<file path="config.mk">
export PLATFORM = sky130hd
export DESIGN_NAME = count_event_fifo
export DESIGN_NICKNAME = d
export VERILOG_FILES = /design/src/rtl/count_event_fifo.sv
export SDC_FILE = /design/constraint.sdc
export NUM_CORES = 1
export LEC_CHECK = 0
export ABC_AREA = 1
export CORE_ASPECT_RATIO = 1.4
export CORE_MARGIN = 2
export CORE_UTILIZATION = 45
export DETAILED_ROUTE_END_ITERATION = 10
export PLACE_DENSITY = 0.75
export SETUP_SLACK_MARGIN = 0.3
export SYNTH_ARGS = -nofsm -noshare
export SYNTH_HDL_FRONTEND = slang
export SYNTH_SLANG_ARGS = --single-unit
</file>
<file path="constraint.sdc">
create_clock -name clk -period 5.4 [get_ports clk]
set_input_delay 0.81 -clock clk [delete_from_list [all_inputs] [get_ports clk]]
set_output_delay 0.81 -clock clk [all_outputs]
set_load 0.05 [all_outputs]
</file>
<file path="src/rtl/count_event_fifo.sv">
// Watches the upstream saturating counter and queues every value change as an event
// {value, timestamp} in a show-ahead FIFO; events lost to a full FIFO set a sticky ovf.
module count_event_fifo #(
   parameter int unsigned DEPTH = 4,
   parameter int unsigned TS_W  = 8
) (
   input  logic                      clk,
   input  logic                      rst,
   input  logic [3:0]                count_in,
   output logic                      evt_valid,
   input  logic                      evt_ready,
   output logic [3:0]                evt_value,
   output logic [TS_W-1:0]           evt_stamp,
   output logic                      evt_term,
   output logic [$clog2(DEPTH):0]    level,
   output logic                      ovf
);

   localparam int unsigned   AW         = $clog2(DEPTH);
   localparam int unsigned   LW         = AW + 1;
   localparam logic [LW-1:0] FULL_LEVEL = LW'(DEPTH);
   localparam logic [3:0]    TERM_VALUE = 4'd12;

   logic [TS_W-1:0] ts_q;
   logic [3:0]      prev_q;
   logic [AW-1:0]   wr_ptr_q;
   logic [AW-1:0]   rd_ptr_q;
   logic [LW-1:0]   level_q;
   logic [LW-1:0]   level_d;
   logic            ovf_q;

   logic [3:0]      mem_value [DEPTH];
   logic [TS_W-1:0] mem_stamp [DEPTH];

   logic push_req;
   logic pop;
   logic push;

   // A pop on the same edge frees the slot, so a full FIFO still accepts the push.
   always_comb begin
      push_req = (count_in != prev_q);
      pop      = (level_q != '0) & evt_ready;
      push     = push_req & ((level_q != FULL_LEVEL) | pop);
   end

   always_comb begin
      level_d = level_q;
      case ({push, pop})
         2'b10:   level_d = level_q + LW'(1);
         2'b01:   level_d = level_q - LW'(1);
         default: level_d = level_q;
      endcase
   end

   always_ff @(posedge clk or negedge rst) begin
      if (!rst) begin
         ts_q     <= '0;
         prev_q   <= 4'h0;
         wr_ptr_q <= '0;
         rd_ptr_q <= '0;
         level_q  <= '0;
         ovf_q    <= 1'b0;
      end else begin
         ts_q    <= ts_q + TS_W'(1);
         prev_q  <= count_in;
         level_q <= level_d;
         ovf_q   <= ovf_q | (push_req & ~push);
         if (push) begin
            wr_ptr_q <= wr_ptr_q + AW'(1);
         end
         if (pop) begin
            rd_ptr_q <= rd_ptr_q + AW'(1);
         end
      end
   end

   // Storage carries no reset; validity is tracked solely by level_q.
   always_ff @(posedge clk) begin
      if (push) begin
         mem_value[wr_ptr_q] <= count_in;
         mem_stamp[wr_ptr_q] <= ts_q;
      end
   end

   assign evt_valid = (level_q != '0);
   assign evt_value = mem_value[rd_ptr_q];
   assign evt_stamp = mem_stamp[rd_ptr_q];
   assign evt_term  = (mem_value[rd_ptr_q] == TERM_VALUE);
   assign level     = level_q;
   assign ovf       = ovf_q;

endmodule

</file>
* After elaboration in Yosys (flattened, before gate mapping)
Memory sizes are Yosys's and may differ from the RTL's.
Cells that the tools add are included.
** Storage, ports and cells
- Register bits :: 20
- RAM bits :: 48
- Bits of input ports :: 7
- Output and inout bits :: 18
- Logic and storage cells :: 29
- Memories kept :: 2
** Operators by class
- Add/sub/neg operators :: 5
- Eq/ne operators :: 5
- Muxes and demuxes :: 3
- Bitwise operators :: 6
- Reductions and logical operators :: 2
** Memory list
- mem_stamp :: depth 4, width 8, rd ports 1, clocked after memory_dff 0, wr ports 1, RTL line 33 : logic [TS_W-1:0] mem_stamp [DEPTH];
- mem_value :: depth 4, width 4, rd ports 1, clocked after memory_dff 0, wr ports 1, RTL line 32 : logic [3:0] mem_value [DEPTH];
** Operators with widths (number)
- $add 8x1->8 const B :: 1
- $pmux 3 s2 :: 1
- $add 2x1->2 const B :: 2
- $eq 4x4->1 const B :: 1
- $ne 4x4->1 :: 1
- $add 3x1->3 const B :: 1
- $and 1x1->1 :: 3
- $ne 3x3->1 const B :: 1
- $reduce_bool 3->1 :: 1
- $sub 3x1->3 const B :: 1
- $eq 2x1->1 const B :: 1
- $eq 2x2->1 const B :: 1
- $mux 1 :: 2
- $or 1x1->1 :: 2
- $reduce_bool 2->1 :: 1
- $not 1->1 :: 1

* Logic depth before layout (Yosys ltp)
Gate-level depths: netlist (run 1).
- Depth after elaboration :: 7
- Mapped depth :: 11
- Mapped depth without buffers :: 11

* Least setup slack after synthesis (run 1)
No wires, ideal clock.
- Path kind :: reg-to-output
- Start :: register rd_ptr_q[1]
- End :: output port evt_term
- Arrival time :: 2.278 ns
- Slack :: 2.312 ns
- Cell stages (with the launch flop) :: 7
- Path through :: dfrtp_1 > inv_2 > buf_4 > o21ai_0 > o22ai_1 > nand2_1 > nor2_1
** Between the ends
- Longest elaborated chain between the ends :: 2
** Ends and longest elaborated chain
- start, declared :: RTL line 27 : logic [AW-1:0] rd_ptr_q;
- start signal, assigned :: RTL line 72 : rd_ptr_q <= rd_ptr_q + AW'(1);
- $mem_v2 4x4
- named net evt_value[3] :: RTL line 12 : output logic [3:0] evt_value,
- $eq 4x4->1 :: RTL line 88 : assign evt_term = (mem_value[rd_ptr_q] == TERM_VALUE);
- end, declared :: RTL line 14 : output logic evt_term,
The timed path passes the listed nets, and every way through them passes these cells.

* Final worst setup path (run 1)
- Start :: register rd_ptr_q[0]
- End :: output port evt_term
** Between the ends
- Longest elaborated chain between the ends :: 2
** Ends and longest elaborated chain (RTL line)
- $mem_v2 4x4
- $eq 4x4->1 :: 88
No other way between the ends.

==> report_table.html, run 1 <==
<table>
<tr><th>Metric</th><th>Value</th></tr>
<tr><th colspan="2">Outcome</th></tr>
<tr><td>Run status</td><td>finished clean</td></tr>
<tr><th colspan="2">Synthesis</th></tr>
<tr><td>Most numerous cell types in the synthesized netlist</td><td>sky130_fd_sc_hd__edfxtp_1 (48), sky130_fd_sc_hd__nor2_1 (31), sky130_fd_sc_hd__inv_1 (25)</td></tr>
<tr><td>Share of flip-flops with an asynchronous set or reset after synthesis</td><td>0.294</td></tr>
<tr><td>Synthesized instance count</td><td>230</td></tr>
<tr><td>Post-synthesis sequential area ratio</td><td>0.672</td></tr>
<tr><td>Net count after synthesis</td><td>243</td></tr>
<tr><td>Most frequently used cell type in the post-synthesis netlist</td><td>sky130_fd_sc_hd__edfxtp_1</td></tr>
<tr><td>Synth top area cells</td><td>sky130_fd_sc_hd__edfxtp_1 (50%), sky130_fd_sc_hd__dfrtp_1 (17%), sky130_fd_sc_hd__nor2_1 (4.0%)</td></tr>
<tr><td>Most used DFF post-synth</td><td>sky130_fd_sc_hd__edfxtp_1</td></tr>
<tr><td>Post-synthesis sequential element count</td><td>68</td></tr>
<tr><td>Number of library cell types mapped by synthesis</td><td>31</td></tr>
<tr><td>Post-synthesis instance area</td><td>2890 um^2</td></tr>
<tr><td>Number of enable-type register cells in the synthesized netlist</td><td>48</td></tr>
<tr><td>Mean instance size in the synthesized netlist</td><td>12.6 um^2</td></tr>
<tr><td>Number of synthesis warnings</td><td>0</td></tr>
<tr><td>Most area-hungry cell type in the Yosys netlist</td><td>sky130_fd_sc_hd__edfxtp_1</td></tr>
<tr><td>Area share of the largest cell type after synthesis</td><td>0.499</td></tr>
<tr><th colspan="2">Floorplanning</th></tr>
<tr><td>Die outline height</td><td>98.8 um</td></tr>
<tr><td>Die width</td><td>71.7 um</td></tr>
<tr><td>Number of top-level design ports</td><td>25</td></tr>
<tr><td>Area of the core region</td><td>6210 um^2</td></tr>
<tr><td>Cell row count</td><td>34</td></tr>
<tr><td>Effective utilization at floorplan</td><td>0.465</td></tr>
<tr><td>Die ar.</td><td>7090 um^2</td></tr>
<tr><th colspan="2">STA</th></tr>
<tr><td>Number of endpoints with negative hold slack in the final report</td><td>0</td></tr>
<tr><td>Setup skew after layout</td><td>0.00782 ns</td></tr>
<tr><td>Transition time of the tightest slew-check pin</td><td>1.21 ns</td></tr>
<tr><td>Finish-stage setup viols</td><td>0</td></tr>
<tr><td>Sum of negative setup slack</td><td>0 ns</td></tr>
<tr><td>Period Utilization, post-route</td><td>0.659</td></tr>
<tr><td>Setup repair after global routing missed its margin</td><td>no</td></tr>
<tr><td>Crit path time final</td><td>3.56 ns</td></tr>
<tr><td>Final Max Slew Viols</td><td>0</td></tr>
<tr><td>Slew headroom</td><td>0.194</td></tr>
<tr><td>Max frequency</td><td>281 MHz</td></tr>
<tr><th colspan="2">Clocking</th></tr>
<tr><td>CTS H-Tree Depth</td><td>3</td></tr>
<tr><td>Root buffer selected by CTS</td><td>sky130_fd_sc_hd__clkbuf_8</td></tr>
<tr><td>CTS tree</td><td>yes</td></tr>
<tr><td>Hold buffers post-CTS</td><td>0</td></tr>
<tr><td>Post-CTS clock slew at the launch and capture registers of the worst setup and hold paths</td><td>0.07 ns</td></tr>
<tr><td>Buffer depth of the longest clock path</td><td>2</td></tr>
<tr><td>Post-cts repair resize count</td><td>0</td></tr>
<tr><td>Clock buffer count from CTS</td><td>9</td></tr>
<tr><td>Number of post-CTS setup repair buffers</td><td>0</td></tr>
<tr><td>Clock tree sinks</td><td>68</td></tr>
<tr><td>Clock Latency Late Sink</td><td>0.33 ns</td></tr>
<tr><th colspan="2">Power</th></tr>
<tr><td>Fraction of power spent switching nets</td><td>0.423</td></tr>
<tr><td>Total power density per cell area</td><td>661 nW/um^2</td></tr>
<tr><td>Max VDD drop</td><td>0.354 mV</td></tr>
<tr><td>Relative contribution of the clock network to total power</td><td>0.192</td></tr>
<tr><td>Static power due to leakage</td><td>0.00137 uW</td></tr>
<tr><td>Switching pwr</td><td>941 uW</td></tr>
<tr><td>Combinational cell fraction of total power</td><td>0.441</td></tr>
<tr><td>Relative contribution of sequential cells to total power</td><td>0.366</td></tr>
<tr><td>Internal power consumption</td><td>1280 uW</td></tr>
<tr><th colspan="2">Drt</th></tr>
<tr><td>Post-DR vias/cell</td><td>5.04</td></tr>
<tr><td>Number of iterations in the first detailed-routing pass</td><td>4</td></tr>
<tr><td>DRC violations left</td><td>0</td></tr>
<tr><td>Number of vias in the routed layout</td><td>1688</td></tr>
<tr><td>Post-detailed-route wirelength per cell</td><td>14.7 um</td></tr>
<tr><td>Final wirelength</td><td>4930 um</td></tr>
<tr><td>Antenna-violating nets left</td><td>0</td></tr>
<tr><td>Drt initial violations</td><td>96</td></tr>
<tr><th colspan="2">Critical path</th></tr>
<tr><td>Type of element capturing the critical path</td><td>output pin</td></tr>
<tr><td>Type of origin of the critical path</td><td>flop</td></tr>
<tr><td>WP buf/inv</td><td>2</td></tr>
<tr><td>Critical path's top delay family</td><td>buffers and inverters</td></tr>
<tr><td>Number of cells on the critical path</td><td>6</td></tr>
<tr><td>Arrival @ worst endpoint</td><td>2.75 ns</td></tr>
<tr><td>Worst Reg-to-Reg Cells</td><td>7</td></tr>
<tr><td>Slowest library cell on the worst path</td><td>sky130_fd_sc_hd__dfrtp_1</td></tr>
<tr><td>Peak fanout along the critical path</td><td>26</td></tr>
<tr><td>R2r setup slk</td><td>3.20 ns</td></tr>
<tr><td>Cell seen most often among critical-path stages</td><td>sky130_fd_sc_hd__nand2_1</td></tr>
<tr><td>Crit Path Class</td><td>flop to output pin</td></tr>
<tr><td>Required time at the endpoint of the critical path</td><td>4.59 ns</td></tr>
<tr><td>Cells along the critical path</td><td>inv_4, nand2_1, a32o_1, nand2_1, nor2_1, clkdlybuf4s50_1</td></tr>
<tr><td>Largest stage delay on the critical path</td><td>0.92 ns</td></tr>
<tr><th colspan="2">Worst hold path</th></tr>
<tr><td>Worst hold path cell count</td><td>1</td></tr>
<tr><td>Type of the worst min-delay path</td><td>flop to flop</td></tr>
<tr><th colspan="2">Cells and area</th></tr>
<tr><td>Number of antenna diodes</td><td>0</td></tr>
<tr><td>Number of nets in the layout</td><td>271</td></tr>
<tr><td>Area grow syn2layout</td><td>16.5%</td></tr>
<tr><td>Finished layout cell area</td><td>3360 um^2</td></tr>
<tr><td># fillers</td><td>510</td></tr>
<tr><td>Core Util, Final</td><td>0.542</td></tr>
<tr><td>Fraction of layout cells with a size suffix above 1</td><td>0.122</td></tr>
<tr><th colspan="2">GRT</th></tr>
<tr><td>First-pass GRT wire length</td><td>8200 um</td></tr>
<tr><td>Total gr overflow</td><td>0</td></tr>
<tr><td>Via count of the first global-routing pass</td><td>1726</td></tr>
<tr><td>Antenna violations before repair</td><td>0</td></tr>
<tr><td>Aggregate global-route resource usage</td><td>0.157</td></tr>
<tr><td>Maximum number of pins on one net before global-route repair</td><td>27</td></tr>
<tr><th colspan="2">Placement</th></tr>
<tr><td>Cell area reported after detailed placement</td><td>3160 um^2</td></tr>
<tr><td>Quantity of I/O buffers inserted on ports</td><td>24</td></tr>
<tr><td>Placer's final routability congestion estimate</td><td>0.835</td></tr>
<tr><td>Estimated wirelength of the detail-placed design</td><td>3150 um</td></tr>
<tr><th colspan="2">Flow run</th></tr>
<tr><td>Max-cap violations</td><td>0</td></tr>
</table>
-- state kept, by name, indices dropped and copies added (netlist names) --
signal / count
ts_q: 8
mem_value: 16
rd_ptr_q: 2
level: 3
ovf: 1
prev_q: 4
mem_stamp: 32
wr_ptr_q: 2
-- power by group through the flow --
| stage | registers, uW | logic (uW) | clock network, uW |
|---|---|---|---|
| 6_report | 815 | 981 | 428 |
| 5_1_grt | 835 | 1060 | 455 |
| 4_1_cts | 817 | 994 | 434 |
| 3_5_place_dp | 827 | 990 | 0 |
| 3_3_place_gp | 822 | 977 | 0 |
| 2_1_floorplan | 826 | 711 | 0 |
-- layer usage --
metal	share of wire	vias to the layer above	track usage
li1	-	839	-
met1	0.41	819	0.192
met2	0.53	24	0.247
met3	0.033	6	0.0470
met4	0.018	0	0.0871
met5	0	-	0
-- placed cells by master (no fill, tap or decap) --
master	synthesis	layout
sky130_fd_sc_hd__clkinv_1	0	3
sky130_fd_sc_hd__clkinvlp_4	0	1
sky130_fd_sc_hd__nor2_2	1	1
sky130_fd_sc_hd__a32o_1	2	2
sky130_fd_sc_hd__xnor2_1	1	1
sky130_fd_sc_hd__nand3_4	1	1
sky130_fd_sc_hd__a21oi_1	2	2
sky130_fd_sc_hd__xor2_2	1	1
sky130_fd_sc_hd__bufinv_16	0	2
sky130_fd_sc_hd__inv_2	2	2
sky130_fd_sc_hd__nor2_1	31	31
sky130_fd_sc_hd__inv_1	25	25
sky130_fd_sc_hd__nand3_1	5	5
sky130_fd_sc_hd__a21oi_2	1	1
sky130_fd_sc_hd__nand2_1	23	23
sky130_fd_sc_hd__ha_1	5	5
sky130_fd_sc_hd__nand2_2	4	4
sky130_fd_sc_hd__xor2_1	7	7
sky130_fd_sc_hd__clkdlybuf4s50_1	0	24
sky130_fd_sc_hd__clkbuf_8	0	9
sky130_fd_sc_hd__o21ai_1	1	1
sky130_fd_sc_hd__nand2_4	4	4
sky130_fd_sc_hd__edfxtp_1	48	48
sky130_fd_sc_hd__o21ai_0	20	20
sky130_fd_sc_hd__dfrtp_1	20	20
sky130_fd_sc_hd__nor2_8	2	2
sky130_fd_sc_hd__inv_4	1	1
sky130_fd_sc_hd__nand3_2	1	1
sky130_fd_sc_hd__clkbuf_1	0	1
sky130_fd_sc_hd__fa_1	1	1
sky130_fd_sc_hd__o22ai_1	10	10
sky130_fd_sc_hd__nor3_2	1	1
sky130_fd_sc_hd__nand4_1	2	2
sky130_fd_sc_hd__a31o_2	1	1
-- per-stage QoR --
stage                     total power, uW  setup slack, ns  hold slack [ns]  cells
after CTS                            2250             1.81            0.501    335
final                                2220             1.84            0.492    335
after floorplan                      1540             2.31            0.482    230
after global placement               1800             2.20            0.488    319
after global routing                 2350             1.69            0.521    335
after detailed placement             1820             2.13            0.488    319
-- area by class of cell --
class	count	area [um^2]	share of cell area
Clock buffer	10	128	0.0379
Clock inverter	6	78.8	0.0234
Tap cell	72	90.1	0.0268
Inverter	28	108	0.0320
Multi-Input combinational cell	127	778	0.231
Timing Repair Buffer	24	240	0.0714
Sequential cell	68	1940	0.577
-- cells by family (layout without fill, tap and decap cells) --
family          after synthesis  count (layout)  share of synthesized area
fa+ha+maj                     6               6                     0.0286
flops                        68              68                      0.672
buf+inv                      35              68                     0.0585
compound gates               37              37                     0.0745
simple gates                 75              75                      0.136
xor+xnor                      9               9                     0.0299
-- final timing paths --
check,startpoint,to
setup / recovery,rd_ptr_q[0],evt_term
hold / removal,ovf,ovf
setup reg to reg,prev_q[3],mem_stamp[0][0]
hold reg to reg,ovf,ovf
max in group asynchronous,rst,wr_ptr_q[0]
min in group asynchronous,rst,prev_q[3]
-- worst reg2reg max path, delay by kind of cell, from the launching register on --
family / cells / cell delay [ns]
simple gates: 6 / 1.36
flops: 1 / 0.39
buf+inv: 1 / 0.05
Power figures use the tool's default switching activity.
==> run 2: changes to the inputs <==
--- a/config.mk
+++ b/config.mk
@@ -10,7 +10,7 @@
 export CORE_MARGIN = 2
 export CORE_UTILIZATION = 45
 export DETAILED_ROUTE_END_ITERATION = 10
-export PLACE_DENSITY = 0.75
+export PLACE_DENSITY = 0.77
 export SETUP_SLACK_MARGIN = 0.3
 export SYNTH_ARGS = -nofsm -noshare
 export SYNTH_HDL_FRONTEND = slang
==> constraint.sdc (replaced) <==
create_clock -name clk -period 3.1 [get_ports clk]
set_input_delay 0.465 -clock clk [delete_from_list [all_inputs] [get_ports clk]]
set_output_delay 0.465 -clock clk [all_outputs]
set_load 0.05 [all_outputs]
==> report_table.html, run 2 (synthesis results as in run 1) <==
<table>
<tr><th>Metric</th><th>Value</th></tr>
<tr><th colspan="2">Critical path</th></tr>
<tr><td>Crit Path Class</td><td>flop to output pin</td></tr>
<tr><td>Type of element capturing the critical path</td><td>output pin</td></tr>
<tr><td>R2r setup slk</td><td>1.43 ns</td></tr>
<tr><td>R2r startpoint</td><td>level[0]</td></tr>
<tr><td>Required time at the endpoint of the critical path</td><td>2.63 ns</td></tr>
<tr><td>Peak fanout along the critical path</td><td>14</td></tr>
<tr><td>Arrival @ worst endpoint</td><td>2.20 ns</td></tr>
<tr><td>Endpoint of the worst register-to-register path</td><td>level[2]</td></tr>
<tr><td>Worst Reg-to-Reg Cells</td><td>10</td></tr>
<tr><td>Type of origin of the critical path</td><td>flop</td></tr>
<tr><th colspan="2">Clocking</th></tr>
<tr><td>Clock Latency Late Sink</td><td>0.33 ns</td></tr>
<tr><td>Hold buffers post-CTS</td><td>0</td></tr>
<tr><td>CTS H-Tree Depth</td><td>3</td></tr>
<tr><td>Clock buffer count from CTS</td><td>9</td></tr>
<tr><td>Post-CTS clock slew at the launch and capture registers of the worst setup and hold paths</td><td>0.06 ns</td></tr>
<tr><td>Root buffer selected by CTS</td><td>sky130_fd_sc_hd__clkbuf_8</td></tr>
<tr><td>Clock tree sinks</td><td>68</td></tr>
<tr><td>CTS tree</td><td>yes</td></tr>
<tr><td>Buffer depth of the longest clock path</td><td>2</td></tr>
<tr><th colspan="2">GRT</th></tr>
<tr><td>Total gr overflow</td><td>0</td></tr>
<tr><td>First-pass GRT wire length</td><td>7900 um</td></tr>
<tr><td>Maximum number of pins on one net before global-route repair</td><td>26</td></tr>
<tr><td>Aggregate global-route resource usage</td><td>0.147</td></tr>
<tr><td>Antenna violations before repair</td><td>0</td></tr>
<tr><td>Via count of the first global-routing pass</td><td>1767</td></tr>
<tr><th colspan="2">Placement</th></tr>
<tr><td>Placed cells</td><td>324</td></tr>
<tr><td>Quantity of I/O buffers inserted on ports</td><td>24</td></tr>
<tr><td>Estimated wirelength of the detail-placed design</td><td>3110 um</td></tr>
<tr><td>Placer's final routability congestion estimate</td><td>0.814</td></tr>
<tr><th colspan="2">Cells and area</th></tr>
<tr><td>Fraction of layout cells with a size suffix above 1</td><td>0.153</td></tr>
<tr><td>Most common cell after layout, fill and taps aside</td><td>sky130_fd_sc_hd__edfxtp_1</td></tr>
<tr><td>Number of standard cells in the layout, taps in and fillers out</td><td>340</td></tr>
<tr><td>Number of nets in the layout</td><td>276</td></tr>
<tr><td>Max reg flops</td><td>32</td></tr>
<tr><td>Top register by number of flip-flops</td><td>mem_stamp</td></tr>
<tr><td>Number of antenna diodes</td><td>0</td></tr>
<tr><td>Largest registers</td><td>mem_stamp: 32 flops, mem_value: 16 flops, ts_q: 8 flops</td></tr>
<tr><td>Commonest cells after routing, fill and taps aside</td><td>sky130_fd_sc_hd__edfxtp_1 (48), sky130_fd_sc_hd__nor2_1 (31), sky130_fd_sc_hd__inv_1 (25), sky130_fd_sc_hd__nand2_1 (23), sky130_fd_sc_hd__o21ai_0 (20)</td></tr>
<tr><td>Area grow syn2layout</td><td>18.0%</td></tr>
<tr><th colspan="2">Power</th></tr>
<tr><td>Static power due to leakage</td><td>0.00145 uW</td></tr>
<tr><td>Max VDD drop</td><td>0.666 mV</td></tr>
<tr><td>Total power density per cell area</td><td>1130 nW/um^2</td></tr>
<tr><th colspan="2">Floorplanning</th></tr>
<tr><td>Die ar.</td><td>7090 um^2</td></tr>
<tr><td>Cell row count</td><td>34</td></tr>
<tr><td>Area of the core region</td><td>6210 um^2</td></tr>
<tr><td>Number of top-level design ports</td><td>25</td></tr>
<tr><td>Die outline height</td><td>98.8 um</td></tr>
<tr><td>Die width</td><td>71.7 um</td></tr>
<tr><td>Effective utilization at floorplan</td><td>0.465</td></tr>
<tr><th colspan="2">STA</th></tr>
<tr><td>Slew headroom</td><td>0.351</td></tr>
<tr><td>Crit path time final</td><td>2.67 ns</td></tr>
<tr><td>Setup skew after layout</td><td>0.0103 ns</td></tr>
<tr><td>Final Max Slew Viols</td><td>0</td></tr>
<tr><td>Period Utilization, post-route</td><td>0.861</td></tr>
<tr><td>Setup repair after global routing missed its margin</td><td>no</td></tr>
<tr><td>Transition time of the tightest slew-check pin</td><td>0.971 ns</td></tr>
<tr><td>Number of endpoints with negative hold slack in the final report</td><td>0</td></tr>
<tr><td>Sum of negative setup slack</td><td>0 ns</td></tr>
<tr><td>Finish-stage setup viols</td><td>0</td></tr>
<tr><td>Max frequency</td><td>375 MHz</td></tr>
<tr><th colspan="2">Drt</th></tr>
<tr><td>Drt initial violations</td><td>76</td></tr>
<tr><td>Post-DR vias/cell</td><td>5.04</td></tr>
<tr><td>Final wirelength</td><td>4730 um</td></tr>
<tr><td>DRC violations left</td><td>0</td></tr>
<tr><td>Antenna-violating nets left</td><td>0</td></tr>
<tr><td>Post-detailed-route wirelength per cell</td><td>13.9 um</td></tr>
<tr><td>Number of vias in the routed layout</td><td>1715</td></tr>
<tr><td>Number of iterations in the first detailed-routing pass</td><td>4</td></tr>
<tr><th colspan="2">Flow run</th></tr>
<tr><td>Max-cap violations</td><td>0</td></tr>
<tr><th colspan="2">Worst hold path</th></tr>
<tr><td>Worst hold path startpoint</td><td>ovf</td></tr>
<tr><td>Type of the worst min-delay path</td><td>flop to flop</td></tr>
<tr><td>Worst-case hold path end point</td><td>ovf</td></tr>
<tr><td>Worst hold path cell count</td><td>1</td></tr>
<tr><th colspan="2">Outcome</th></tr>
<tr><td>Run status</td><td>finished clean</td></tr>
</table>
## run 2: report_power, final
part | switching [uW] | internal, uW
Clock | 303 | 438
Sequential | 133 | 1260
Combinational | 1200 | 500
Total | 1630 | 2200
## run 2: worst max-delay path by stage
stage                start            to  slack [ns]  cells past startpoint
2_1_floorplan  rd_ptr_q[1]      evt_term        0.36                      6
3_3_place_gp   rd_ptr_q[0]      evt_term        0.56                      6
3_5_place_dp   rd_ptr_q[0]      evt_term        0.52                      6
4_1_cts        rd_ptr_q[0]  evt_value[2]        0.30                      4
5_1_grt        rd_ptr_q[1]  evt_stamp[3]        0.30                      4
6_report       rd_ptr_q[1]  evt_stamp[5]        0.43                      4
## run 2: cell type report
type | count | area (um^2)
clock buffer | 13 | 169
timing repair buffer | 29 | 277
fill | 508 | 2800
tap | 72 | 90.1
multi-input combinational | 127 | 778
clock inverter | 3 | 43.8
inverter | 28 | 108
sequential | 68 | 1940
## run 2: per-stage QoR
step	hold slack (ns)	util	setup slack (ns)	cell area, um^2	power, uW
2_1_floorplan	0.169	-	0.357	2890	2680
3_3_place_gp	0.463	0.515	0.561	3200	3160
3_5_place_dp	0.468	0.515	0.519	3200	3190
4_1_cts	0.488	0.547	0.302	3400	3870
5_1_grt	0.495	0.549	0.301	3410	4050
6_report	0.483	0.549	0.431	3410	3830
## run 2: per-layer routing
metal  vias up  track usage  wire length (um)
met5         -            0                 0
met2        42        0.239              2420
li1        848            -                 -
met4         0       0.0856               127
met3        11       0.0378               206
met1       814        0.175              1970
## run 2: what timing repair did
item	in CTS	in global routing
pin swaps	0	0
buffers inserted	0	0
resized for setup	8	5
endpoints found under the setup margin	8	6
## run 2: worst max-delay path, stage by stage, from the launching register on
cell and delay (ns):
sky130_fd_sc_hd__dfrtp_1 0.54, sky130_fd_sc_hd__inv_2 0.26, sky130_fd_sc_hd__o21ai_0 0.12, sky130_fd_sc_hd__o22ai_1 0.13, sky130_fd_sc_hd__clkdlybuf4s50_1 0.82
==> run 3: changes to the inputs <==
--- a/config.mk
+++ b/config.mk
@@ -8,9 +8,9 @@
 export ABC_AREA = 1
 export CORE_ASPECT_RATIO = 1.4
 export CORE_MARGIN = 2
-export CORE_UTILIZATION = 45
+export CORE_UTILIZATION = 35
 export DETAILED_ROUTE_END_ITERATION = 10
-export PLACE_DENSITY = 0.77
+export PLACE_DENSITY = 0.65
 export SETUP_SLACK_MARGIN = 0.3
 export SYNTH_ARGS = -nofsm -noshare
 export SYNTH_HDL_FRONTEND = slang
==> report_table.html, run 3 (synthesis results as in run 1) <==
<table>
<tr><th>Metric</th><th>Value</th></tr>
<tr><th colspan="2">STA</th></tr>
<tr><td>Setup repair after global routing missed its margin</td><td>no</td></tr>
<tr><td>Max frequency</td><td>374 MHz</td></tr>
<tr><td>Number of endpoints with negative hold slack in the final report</td><td>0</td></tr>
<tr><td>Setup skew after layout</td><td>0.00318 ns</td></tr>
<tr><td>Period Utilization, post-route</td><td>0.863</td></tr>
<tr><td>Final Max Slew Viols</td><td>0</td></tr>
<tr><td>Finish-stage setup viols</td><td>0</td></tr>
<tr><td>Crit path time final</td><td>2.68 ns</td></tr>
<tr><td>Sum of negative setup slack</td><td>0 ns</td></tr>
<tr><td>Slew headroom</td><td>0.389</td></tr>
<tr><td>Transition time of the tightest slew-check pin</td><td>0.913 ns</td></tr>
<tr><th colspan="2">Cells and area</th></tr>
<tr><td>Area grow syn2layout</td><td>22.6%</td></tr>
<tr><td>Fraction of layout cells with a size suffix above 1</td><td>0.138</td></tr>
<tr><td>Number of antenna diodes</td><td>0</td></tr>
<tr><td>Most common cell after layout, fill and taps aside</td><td>sky130_fd_sc_hd__edfxtp_1</td></tr>
<tr><td>Top register by number of flip-flops</td><td>mem_stamp</td></tr>
<tr><td>Commonest cells after routing, fill and taps aside</td><td>sky130_fd_sc_hd__edfxtp_1 (48), sky130_fd_sc_hd__nor2_1 (31), sky130_fd_sc_hd__inv_1 (25), sky130_fd_sc_hd__nand2_1 (23), sky130_fd_sc_hd__o21ai_0 (20)</td></tr>
<tr><td>Largest registers</td><td>mem_stamp: 32 flops, mem_value: 16 flops, ts_q: 8 flops</td></tr>
<tr><td>Max reg flops</td><td>32</td></tr>
<tr><td>Number of nets in the layout</td><td>276</td></tr>
<tr><th colspan="2">Critical path</th></tr>
<tr><td>Cells along the critical path</td><td>buf_4, o21ai_0, o22ai_1, clkdlybuf4s50_1</td></tr>
<tr><td>Peak fanout along the critical path</td><td>17</td></tr>
<tr><td>Endpoint of the worst register-to-register path</td><td>level[2]</td></tr>
<tr><td>Crit Path Class</td><td>flop to output pin</td></tr>
<tr><td>Arrival @ worst endpoint</td><td>2.21 ns</td></tr>
<tr><td>Slowest library cell on the worst path</td><td>sky130_fd_sc_hd__clkdlybuf4s50_1</td></tr>
<tr><td>R2r setup slk</td><td>1.43 ns</td></tr>
<tr><td>Critical path endpoint</td><td>evt_stamp[5]</td></tr>
<tr><td>Type of element capturing the critical path</td><td>output pin</td></tr>
<tr><td>R2r startpoint</td><td>level[0]</td></tr>
<tr><td>Largest stage delay on the critical path</td><td>0.82 ns</td></tr>
<tr><td>Worst Reg-to-Reg Cells</td><td>11</td></tr>
<tr><td>Required time at the endpoint of the critical path</td><td>2.63 ns</td></tr>
<tr><td>Startpoint of the most critical setup path</td><td>rd_ptr_q[0]</td></tr>
<tr><td>Type of origin of the critical path</td><td>flop</td></tr>
<tr><th colspan="2">Drt</th></tr>
<tr><td>DRC violations left</td><td>0</td></tr>
<tr><td>Antenna-violating nets left</td><td>0</td></tr>
<tr><td>Number of iterations in the first detailed-routing pass</td><td>4</td></tr>
<tr><td>Drt initial violations</td><td>170</td></tr>
<tr><td>Final wirelength</td><td>5150 um</td></tr>
<tr><td>Number of vias in the routed layout</td><td>1727</td></tr>
<tr><td>Post-DR vias/cell</td><td>4.67</td></tr>
<tr><td>Post-detailed-route wirelength per cell</td><td>13.9 um</td></tr>
<tr><th colspan="2">Floorplanning</th></tr>
<tr><td>Cell row count</td><td>39</td></tr>
<tr><td>Die ar.</td><td>9010 um^2</td></tr>
<tr><td>Number of top-level design ports</td><td>25</td></tr>
<tr><td>Die outline height</td><td>112 um</td></tr>
<tr><td>Die width</td><td>80.8 um</td></tr>
<tr><td>Area of the core region</td><td>8100 um^2</td></tr>
<tr><td>Effective utilization at floorplan</td><td>0.357</td></tr>
<tr><th colspan="2">Flow run</th></tr>
<tr><td>Max-cap violations</td><td>0</td></tr>
<tr><th colspan="2">Power</th></tr>
<tr><td>Overall Power</td><td>4120 uW</td></tr>
<tr><td>Total power density per cell area</td><td>1160 nW/um^2</td></tr>
<tr><td>Max VDD drop</td><td>0.489 mV</td></tr>
<tr><td>Static power due to leakage</td><td>0.00153 uW</td></tr>
<tr><th colspan="2">GRT</th></tr>
<tr><td>Antenna violations before repair</td><td>0</td></tr>
<tr><td>Maximum number of pins on one net before global-route repair</td><td>26</td></tr>
<tr><td>Via count of the first global-routing pass</td><td>1726</td></tr>
<tr><td>Global-route met2 utilization</td><td>0.213</td></tr>
<tr><td>M3 GR Usage</td><td>0.0267</td></tr>
<tr><td>Total gr overflow</td><td>0</td></tr>
<tr><td>Aggregate global-route resource usage</td><td>0.126</td></tr>
<tr><td>Met1 Use GR</td><td>0.141</td></tr>
<tr><td>Most Crowded Layer GR</td><td>met2</td></tr>
<tr><td>First-pass GRT wire length</td><td>8320 um</td></tr>
<tr><th colspan="2">Outcome</th></tr>
<tr><td>Run status</td><td>finished clean</td></tr>
<tr><th colspan="2">Placement</th></tr>
<tr><td>Estimated wirelength of the detail-placed design</td><td>3410 um</td></tr>
<tr><td>Placer's final routability congestion estimate</td><td>0.757</td></tr>
<tr><td>Quantity of I/O buffers inserted on ports</td><td>24</td></tr>
<tr><th colspan="2">Clocking</th></tr>
<tr><td>Number of post-CTS setup repair buffers</td><td>0</td></tr>
<tr><td>Hold buffers post-CTS</td><td>0</td></tr>
<tr><td>Buffer depth of the longest clock path</td><td>2</td></tr>
<tr><td>CTS tree</td><td>yes</td></tr>
<tr><td>Post-CTS clock slew at the launch and capture registers of the worst setup and hold paths</td><td>0.05 ns</td></tr>
<tr><td>Clock Latency Late Sink</td><td>0.32 ns</td></tr>
<tr><td>Clock tree sinks</td><td>68</td></tr>
<tr><td>Root buffer selected by CTS</td><td>sky130_fd_sc_hd__clkbuf_16</td></tr>
<tr><td>CTS H-Tree Depth</td><td>3</td></tr>
<tr><td>Clock buffer count from CTS</td><td>9</td></tr>
<tr><th colspan="2">Worst hold path</th></tr>
<tr><td>Worst hold path cell count</td><td>1</td></tr>
<tr><td>Type of the worst min-delay path</td><td>flop to flop</td></tr>
</table>
-- run 3: cell count changes in the layout (fill, tap and decap cells not counted), sizes merged --
cell,change
clkbuf,+1
dlygate4sd2,-5
dlymetal6s2s,+6
clkinv,-1
clkdlybuf4s15,-1
-- run 3: per-layer routing --
| layer | wire, um | vias to the layer above |
|---|---|---|
| li1 | - | 847 |
| met5 | 0 | - |
| met3 | 108 | 9 |
| met1 | 2100 | 842 |
| met4 | 119 | 0 |
| met2 | 2820 | 29 |
-- run 3: how the worst min path moves through the flow --
| stage | startpoint | to | slack [ns] |
|---|---|---|---|
| global placement | ovf | ovf | 0.46 |
| floorplan | rst | level[0] | 0.17 |
| global route | ovf | ovf | 0.51 |
| finish | ovf | ovf | 0.48 |
| CTS | ovf | ovf | 0.48 |
| detailed placement | ovf | ovf | 0.47 |
-- run 3: critical path, delay by kind of cell, from the launching register on --
kind | cells | cell delay (ns)
AOI/OAI and AO/OA | 2 | 0.28
buffers and inverters | 2 | 1.06
DFF | 1 | 0.55
-- run 3: layout make-up --
class | instances | area, um^2
repair buffers | 29 | 298
fillers | 740 | 4560
multi-input cells | 127 | 778
well taps | 102 | 128
clock buffers | 14 | 254
clock inverters | 2 | 33.8
inverters | 28 | 108
flip-flops and latches | 68 | 1940
-- run 3: through the flow --
stage	hold slack (ns)	area (um^2)	std cells	setup WS, ns	utilization
after global routing	0.510	3540	370	0.304	0.437
after floorplan	0.169	2890	230	0.357	-
after CTS	0.483	3520	370	0.308	0.435
after global placement	0.464	3230	354	0.539	0.399
final	0.476	3540	370	0.424	0.437
after detailed placement	0.471	3230	354	0.493	0.399
-- run 3: repair_timing --
action                     in CTS  in global routing
gates resized for setup         3                  9
pin swaps                       0                  0
gates cloned                    0                  0
setup endpoints to repair      11                  9
-- run 3: where the power goes --
part	internal, uW	leakage (uW)	switching [uW]
clock network	642	0.000139	321
registers	1270	0.000696	138
logic	538	0.000699	1210
total	2450	0.00153	1670
==> patch: new RTL, flow settings as in run 2 <==
Change the parameter `DEPTH` from 4 to 16.
--- a/src/rtl/count_event_fifo.sv
+++ b/src/rtl/count_event_fifo.sv
@@ -1,7 +1,7 @@
 // Watches the upstream saturating counter and queues every value change as an event
 // {value, timestamp} in a show-ahead FIFO; events lost to a full FIFO set a sticky ovf.
 module count_event_fifo #(
-   parameter int unsigned DEPTH = 4,
+   parameter int unsigned DEPTH = 16,
    parameter int unsigned TS_W  = 8
 ) (
    input  logic                      clk,
Interface: changed (resized level); port bits go from 25 to 27. The function was not compared with the original's and may differ.
==> patch against run 2 <==
Total power rose to 3.0 times the old value. Wire length rose to 4.5 times the old value. Synthesized area rose to 3.1 times the old value. Clock skew up 0.0049 ns. Register-to-register slack worse by 0.74 ns. Final cell count rose to 3.1 times the old value. Sequential cell count up 150. Worst hold slack worse by 0.0043 ns. Sequential share of layout area up 3.2 points. Die area rose to 3.0 times the old value. Cell area rose to 3.1 times the old value. Setup slack worse by 0.16 ns. Largest power group unchanged.
==> patch: results <==
set metrics [dict create \
    status "finished clean" \
    portBuffers 26 \
    synth-edff-count 192 \
    clock_area_frac 0.0623 \
    hold_path_class "in -> async" \
    regArea_um2 6420 \
    top_regs "mem_stamp x128, mem_value x64, ts_q x8" \
    drive_above_1_share 0.119 \
    r2r_cells 14 \
    crit_slowest_cell "dfrtp_4" \
    cp.arrival_ns 2.36 \
    clk_path_buf_depth 3 \
    reg2reg_slack_ns 0.69 \
    period_needed_ns 2.83 \
    buffer_area_frac 0.0827 \
    dp_slack_ns 0.316 \
    place_congestion 0.811 \
    critPathLaunch "rd_ptr_q[0]" \
    clk_latency_ns 0.50 \
    root_buffer "clkbuf_16" \
    synth_nets 760 \
    ys_async_sr_fraction 0.119 \
    fin_worst_skew_ns 0.0152 \
    dp_hpwl_um 11800 \
    worstMarginPinSlew_ns 0.902 \
    synth_cell_type_count 26 \
    final_nets 815 \
    leakagePower_nw 4.13 \
    yosys_register_bits 218 \
    multi_input_area_share 0.205 \
    yosysSeqAreaShare 0.715 \
    nNonClkBuffers 70 \
    avgSynthCellArea_um2 12.1 \
    grt_max_degree 49 \
    synthAdderAreaFrac 0.0148 \
    cp_top_family "flip-flops" \
    n_clock_buffer 26 \
    irDropWorstVdd_mv 0.611 \
]
==> patch: power groups by stage <==
stage                     clock (mW)  combinational, mW  sequential (mW)
after global placement             0               4.68             3.91
after detailed placement           0               4.76             3.92
after global routing            2.61               5.58             3.91
final                           2.48               5.23             3.87
after floorplan                    0               2.82             3.98
after CTS                       2.50               5.09             3.87
==> patch: timing repair <==
| item | 4_1_cts | 5_1_grt |
|---|---|---|
| resized for setup | 13 | 2 |
| setup buffers | 6 | 2 |
| cloned | 2 | 2 |
| setup endpoints to repair | 13 | 5 |
==> patch: per-layer routing <==
| metal | GRT usage | wire length [µm] | up-vias |
|---|---|---|---|
| li1 | - | - | 2730 |
| met1 | 0.242 | 7980 | 2913 |
| met2 | 0.352 | 11100 | 237 |
| met3 | 0.0247 | 1190 | 64 |
| met4 | 0.114 | 948 | 0 |
| met5 | 0 | 0 | - |
